### config.mk
export PLATFORM = sky130hd
export DESIGN_NAME = booth_mul_pipe
export DESIGN_NICKNAME = d
export VERILOG_FILES = /design/src/rtl/booth_mul_pipe.sv
export SDC_FILE = /design/constraint.sdc
export NUM_CORES = 2
export LEC_CHECK = 0
export ABC_AREA = 1
export ABC_CLOCK_PERIOD_IN_PS = 49200
export BUFFER_PORTS_ARGS = -buffer_cell sky130_fd_sc_hd__buf_2
export CORE_UTILIZATION = 50
export DETAILED_ROUTE_END_ITERATION = 6
export GPL_TIMING_DRIVEN = 1
export PLACE_DENSITY = 0.66
export SETUP_SLACK_MARGIN = 0.3
export SLEW_MARGIN = 15
export SYNTH_ARGS = -nofsm -noshare
export SYNTH_HDL_FRONTEND = slang
export SYNTH_SLANG_ARGS = --single-unit
### constraint.sdc
create_clock -name clk -period 49.2 [get_ports clk]
set_clock_uncertainty 0.2 [all_clocks]
set_input_delay 9.84 -clock clk [delete_from_list [all_inputs] [get_ports clk]]
set_output_delay 9.84 -clock clk [all_outputs]
set_load 0.02 [all_outputs]
### src/rtl/booth_mul_pipe.sv
// booth_mul_pipe: three-stage pipelined radix-4 Booth multiplier for the
// RV32M multiply ops (mul, mulh, mulhsu, mulhu) at any even XLEN >= 8.
//   P stage : operand extension + Booth partial products
//   C stage : 4:2 / 3:2 carry-save reduction to a sum/carry pair
//   R stage : carry-lookahead final add, result slice selected by op
// Ports:
//   clk, rst (sync, active low)
//   in_valid/in_ready, op, a, b, tag : operation input handshake
//   flush                            : drops every in-flight operation
//   out_valid/out_ready, result, out_tag : result output handshake
// A single global advance signal stalls every stage while the output
// holds an unaccepted result.
module booth_mul_pipe #(
  parameter int unsigned XLEN  = 32,
  parameter int unsigned TAG_W = 5
) (
  input  logic             clk,
  input  logic             rst,
  input  logic             in_valid,
  output logic             in_ready,
  input  logic [1:0]       op,
  input  logic [XLEN-1:0]  a,
  input  logic [XLEN-1:0]  b,
  input  logic [TAG_W-1:0] tag,
  input  logic             flush,
  output logic             out_valid,
  input  logic             out_ready,
  output logic [XLEN-1:0]  result,
  output logic [TAG_W-1:0] out_tag
);

  localparam int unsigned W2  = 2 * XLEN;
  localparam int unsigned NPP = XLEN / 2 + 1;
  localparam int unsigned MW  = XLEN + 3;
  localparam int unsigned IW  = $clog2(NPP);

  logic advance;
  logic accept;

  assign advance  = !out_valid || out_ready;
  assign in_ready = rst && advance;
  assign accept   = in_valid && in_ready && !flush;

  // 3:2 carry-save adder, returns {sum, carry<<1}
  function automatic logic [2*W2-1:0] csa32(input logic [W2-1:0] x0, x1, x2);
    logic [W2-1:0] s;
    logic [W2-1:0] c;
    s = x0 ^ x1 ^ x2;
    c = ((x0 & x1) | (x0 & x2) | (x1 & x2)) << 1;
    return {s, c};
  endfunction

  // 4:2 compressor built from two chained 3:2 cells, returns {sum, carry<<1}
  function automatic logic [2*W2-1:0] comp42(input logic [W2-1:0] x0, x1, x2, x3);
    logic [2*W2-1:0] r1;
    r1 = csa32(x0, x1, x2);
    return csa32(r1[2*W2-1:W2], r1[W2-1:0], x3);
  endfunction

  // ---------------- P stage ----------------
  logic [W2-1:0]    pp_d [NPP];
  logic [W2-1:0]    pp_q [NPP];
  logic [1:0]       op1;
  logic [TAG_W-1:0] tag1;
  logic             v1;

  always_comb begin
    logic [W2-1:0] mcand;
    logic [MW-1:0] mlier;
    logic [2:0]    dig;
    logic [W2-1:0] sel;
    // a is signed except for mulhu; b is signed only for mul/mulh
    mcand = {{XLEN{(op != 2'b11) & a[XLEN-1]}}, a};
    mlier = {{2{!op[1] & b[XLEN-1]}}, b, 1'b0};
    dig   = '0;
    sel   = '0;
    for (int unsigned i = 0; i < NPP; i++) begin
      dig = 3'(mlier >> (2 * i));
      unique case (dig)
        3'b001, 3'b010: sel = mcand;
        3'b011:         sel = mcand << 1;
        3'b100:         sel = -(mcand << 1);
        3'b101, 3'b110: sel = -mcand;
        default:        sel = '0;
      endcase
      pp_d[IW'(i)] = sel << (2 * i);
    end
  end

  // ---------------- C stage ----------------
  logic [W2-1:0]    sum_d, carry_d;
  logic [W2-1:0]    sum_q, carry_q;
  logic [1:0]       op2;
  logic [TAG_W-1:0] tag2;
  logic             v2;

  // Each level consumes rows four at a time through 4:2 compressors, a
  // leftover group of three through a 3:2 cell, and passes up to two rows
  // straight through; levels repeat until only sum and carry remain.
  always_comb begin
    logic [W2-1:0]   cur [NPP];
    logic [W2-1:0]   nxt [NPP];
    logic [2*W2-1:0] r;
    int unsigned     n, m, j;
    r = '0;
    n = NPP;
    m = 0;
    j = 0;
    for (int unsigned i = 0; i < NPP; i++) begin
      cur[IW'(i)] = pp_q[IW'(i)];
      nxt[IW'(i)] = '0;
    end
    for (int unsigned lvl = 0; lvl < NPP; lvl++) begin
      if (n > 2) begin
        m = 0;
        j = 0;
        for (int unsigned g = 0; g < NPP / 4; g++) begin
          if (j + 4 <= n) begin
            r = comp42(cur[IW'(j)], cur[IW'(j+1)], cur[IW'(j+2)], cur[IW'(j+3)]);
            nxt[IW'(m)]   = r[2*W2-1:W2];
            nxt[IW'(m+1)] = r[W2-1:0];
            m += 2;
            j += 4;
          end
        end
        if (n - j == 3) begin
          r = csa32(cur[IW'(j)], cur[IW'(j+1)], cur[IW'(j+2)]);
          nxt[IW'(m)]   = r[2*W2-1:W2];
          nxt[IW'(m+1)] = r[W2-1:0];
          m += 2;
          j += 3;
        end
        for (int unsigned k = 0; k < 2; k++) begin
          if (j < n) begin
            nxt[IW'(m)] = cur[IW'(j)];
            m++;
            j++;
          end
        end
        for (int unsigned i = 0; i < NPP; i++) cur[IW'(i)] = nxt[IW'(i)];
        n = m;
      end
    end
    sum_d   = cur[0];
    carry_d = cur[1];
  end

  // ---------------- R stage ----------------
  logic [W2-1:0]   prod;
  logic [XLEN-1:0] res_d;

  // Kogge-Stone prefix carry-lookahead adder
  always_comb begin
    logic [W2-1:0] p, gg, pg;
    p  = sum_q ^ carry_q;
    gg = sum_q & carry_q;
    pg = p;
    for (int unsigned d = 1; d < W2; d = d * 2) begin
      gg = gg | (pg & (gg << d));
      pg = pg & (pg << d);
    end
    prod  = p ^ (gg << 1);
    res_d = (op2 == 2'b00) ? prod[XLEN-1:0] : prod[W2-1:XLEN];
  end

  // ---------------- registers ----------------
  always_ff @(posedge clk) begin
    if (!rst || flush) begin
      v1        <= 1'b0;
      v2        <= 1'b0;
      out_valid <= 1'b0;
    end else if (advance) begin
      v1        <= accept;
      v2        <= v1;
      out_valid <= v2;
    end
  end

  always_ff @(posedge clk) begin
    if (!rst) begin
      result  <= '0;
      out_tag <= '0;
    end else if (advance) begin
      result  <= res_d;
      out_tag <= tag2;
    end
  end

  always_ff @(posedge clk) begin
    if (advance) begin
      pp_q    <= pp_d;
      op1     <= op;
      tag1    <= tag;
      sum_q   <= sum_d;
      carry_q <= carry_d;
      op2     <= op1;
      tag2    <= tag1;
    end
  end

endmodule

Word level (Yosys, flattened, before mapping)
Cells that the tools add are included.

word-level totals
  logic and storage cells = 317
  output and inout port bits = 39
  bits in registers = 997

cells by class
  $add $sub $neg = 2
  equality and inequality tests = 100
  mux-type cells = 18
  bitwise operators = 127
  reductions and logical operators = 42

operator list
  operator                                                          number
  63-bit bitwise AND                                                57
  63-bit OR                                                         36
  64-bit bitwise XOR                                                32
  62-bit one-hot mux with 4 select lines                            1
  60-bit one-hot mux with 4 select lines                            1
  58-bit one-hot mux with 4 select lines                            1
  56-bit one-hot mux with 4 select lines                            1
  54-bit one-hot mux with 4 select lines                            1
  52-bit one-hot mux with 4 select lines                            1
  50-bit one-hot mux with 4 select lines                            1
  48-bit one-hot mux with 4 select lines                            1
  64-bit one-hot mux with 3 select lines                            1
  46-bit one-hot mux with 4 select lines                            1
  44-bit one-hot mux with 4 select lines                            1
  42-bit one-hot mux with 4 select lines                            1
  40-bit one-hot mux with 4 select lines                            1
  38-bit one-hot mux with 4 select lines                            1
  3-bit == test (second input constant)                             48
  36-bit one-hot mux with 4 select lines                            1
  34-bit one-hot mux with 4 select lines                            1
  64-bit negator                                                    2
  32-bit one-hot mux with 4 select lines                            1
  3-bit by 2-bit == test with 1-bit output (second input constant)  32
  2-bit OR reduction                                                32
  10 further kinds                                                  33

Logic depth before layout (Yosys ltp)
  depth in word-level cells = 21
  gate-level depth with buffers = 18
  mapped depth without buffers = 18

Least setup slack after synthesis
OpenSTA, ideal clock, no wires.

  kind = input -> register
  start = input out_ready
  end = register result[24]
  stages = 5
  arrival time = 37.357 ns
  data required time = 48.840 ns
  path slack = 11.483 ns
  buffers on the path = 1
  cell sequence = nor2_1 > inv_1 > clkbuf_1 > o21ai_0 > a21oi_1

on the way
  word-level cells in the longest chain between the ends = 1

ends and longest elaborated chain
  element                 line  text
  start: declaration      27    input logic out_ready,
  1-bit logical OR        40    assign advance = !out_valid || out_ready;
  end signal: assignment  184   result <= res_d;
  end: declaration        28    output logic [XLEN-1:0] result,

Every way passes these cells.
A chain may end at the register's enable or synchronous reset.

Worst setup path in the final report
  start = input out_ready
  end = output in_ready

on the way
  word-level cells in the longest chain between the ends = 2

ends and longest elaborated chain
  element            line  text
  1-bit logical OR   40
  1-bit logical AND  41    assign in_ready = rst && advance;
  end: declaration   20    output logic in_ready,

Every way passes these cells.

==> metrics.txt <==
status complete, but fails checks; violated checks DRC; via/cell ratio 6.36; path depth of the worst reg2reg path 15; final instance area 74400 um^2; unrepaired setup endpoints after global routing false; WHS Endpoint sum_q[1]$_DFFE_PN_; gr usage total roughly 37%; ratio of final minimum period to clock period 42.9%; mapped cell area between 60000 and 70000 um^2; final worst path period need between 20 and 25 ns; initial antenna violation count 25; largest net degree at the start of global routing about 150; DP HPWL between 150000 and 200000 um; Core Area approximately 140000 um^2; first-pass GRT wire length about 370000 um; Cell Rows 135; IO Port Bufs roughly 110; chip height about 370 um; Synth cell types 48; number of max-cap violations 0; startpoint types input port; Placed Area 70700 um^2; Crit. End Element primary output; Fmax achieved about 47 MHz; H-tree depth 3; reg-to-reg slack, setup 44.12 ns; Worst Setup Path Type input port to primary output; post-synth net total a little under 8000; area growth from synthesis to layout 8.48%; Die Area between 100000 and 150000 um^2; Hold Vio Cnt, Final 0; Post-Route Setup TNS 0 ns; Worst slew margin 13.9%; routed vias about 55000; final wirelength about 260000 um; layout cells sized above 1 7.10%; Routed Antenna Nets 0; Seq/Total Area, Yosys around 43%; Routed WL per cell between 20 and 30 um; Die X-Extent 372 um; highest fanout seen on the critical path 11; routability cong. 1.01; Post-synth EDFFs ~950; Leakage between 30 and 40 nW; Worst-path clk slew 0.06 ns; Critical Path AT roughly 11 ns; total CTS buffers 113; vias in the first global route approximately 54000; Max Slew Vio Count 0; Synth Flop Type edfxtp_1; DRT Pass-1 Iters 7; number of fill cells ~12000; CTS sink cnt approximately 990; hold buffers post-CTS 0; Worst-Margin Slew 1.28 ns; number of synthesized register bits about 990; top cell type by total area after synthesis edfxtp_1; io pins 115; worst path required time 39.16 ns; Clock Path Buffers 3; Synth Warn # 0; CTS tree yes; Syn Inst Count approximately 6900; postcts setup bufs 0; syn_area_per_cell between 9 and 10 um^2; count leader, synth inv_1; synth top area cells edfxtp_1 (42%), fa_1 (19%), inv_1 (7.1%), nand2_1 (6.7%), o211ai_1 (2.8%); worst flop-to-flop path startpoint pp_q[190]$_DFFE_PN_; Starting Density between 50 and 60%; min-delay worst type flip-flop to flip-flop; Starting DRT DRC Count a little under 10000; setup violators final 0; fin nets 7722; IR drop worst, VDD 0.122 mV; async set-reset flop share out of synthesis 0%; hold depth 0; drt drc 42; Clock Latency Late Sink approximately 0.77 ns; Synth top cells by count inv_1 (1297), nand2_1 (1230), edfxtp_1 (949), fa_1 (668), clkbuf_1 (356); Clk Tree Root Cell clkbuf_16; hold path startpoint pp_q[1025]$_DFFE_PN_; Pwr Total ~6.2 mW; Critical R2R Capture sum_q[63]$_DFFE_PN_; Yosys top cell area share roughly 42%; Power Density between 80 and 90 nW/um^2; Worst Hold Margin 0.224 ns; Overflow after GRT 0; Finished Core Util between 50% and 60%; Resized cells post-CTS 0
per-layer routing:
| metal | part of all wire, % | up-vias | global-route usage [%] |
|---|---|---|---|
| li1 | - | 22900 | - |
| met1 | 35 | 26500 | 47.0 |
| met2 | 42 | 4833 | 54.3 |
| met3 | 16 | 1226 | 15.0 |
| met4 | 6.8 | 22 | 20.9 |
| met5 | 0.13 | - | 0.944 |
through the flow:
| step | setup slack [ns] | std cells |
|---|---|---|
| after floorplan | 11.48 | 6908 |
| after global placement | 28.12 | 8498 |
| final | 28.08 | 8720 |
| after detailed placement | 28.07 | 8498 |
| after CTS | 28.07 | 8706 |
| after global routing | 27.94 | 8712 |
layout make-up:
cell class | count | area (um^2) | share of cell area [%]
clock inverter | 70 | 671 | 0.901
antenna | 14 | 35.0 | 0.0471
inverter | 1342 | 5040 | 6.78
clock buffer | 138 | 2960 | 3.98
multi-input combinational | 4123 | 32500 | 43.6
timing repair buffer | 263 | 1690 | 2.27
tap | 1781 | 2230 | 3.00
sequential | 989 | 29300 | 39.4
worst max path at each step:
stage                     startpoint                       to  slack, ns
final                      out_ready                 in_ready      28.08
after global routing       out_ready                 in_ready      27.94
after CTS                  out_ready                 in_ready      28.07
after detailed placement         rst                 in_ready      28.07
after global placement     out_ready                 in_ready      28.12
after floorplan            out_ready  result[24]$_SDFFE_PN0N_      11.48
logic make-up (layout without fill, tap and decap cells):
group,after synthesis,in the layout,synth area share [%]
AO/OA/AOI/OAI,1259,1259,11.9
XOR/XNOR,43,43,0.609
other,0,14,0
flip-flops,989,989,42.7
buffers and inverters,1796,1813,10.2
adder cells (fa/ha/maj),814,814,22.2
AND/OR/NAND/NOR,2007,2007,12.5
layout by cell type (no fill, tap or decap), drive strengths merged, types with 18 or more instances in the layout:
cell type,Yosys,layout
fa,668,668
a21oi,244,244
clkbuf,356,138
o211ai,259,259
buf,98,263
nand3b,69,69
nand2,1235,1235
nor2,276,276
inv,1314,1316
nand3,310,310
clkinv,28,79
xnor2,18,18
o21ai,235,235
nand4,87,87
o221ai,115,115
o2111ai,77,77
o22ai,298,298
ha,146,146
nor3,19,19
xor2,25,25
edfxtp,949,949
dfxtp,40,40
critical path: stages:
cell	delay [ns]
buf_2	0.10
nor2_1	0.54
nor2_1	0.34
buf_2	0.26
registers in the layout (all words and copies together), names as in the netlist:
signal / count
carry_q: 55
out_tag: 5
tag1: 5
out_valid: 1
op2: 2
pp_q: 816
op1: 2
result: 32
sum_q: 64
v2: 1
v1: 1
tag2: 5
power by group:
part	switching (mW)	internal [mW]	total (mW)	leakage (nW)
clock network	0.371	0.484	0.855	1.76
logic	2.48	1.46	3.94	19.3
registers	0.0544	1.32	1.37	11.0
total	2.91	3.26	6.17	32.0
(Power assumes the default switching activity.)
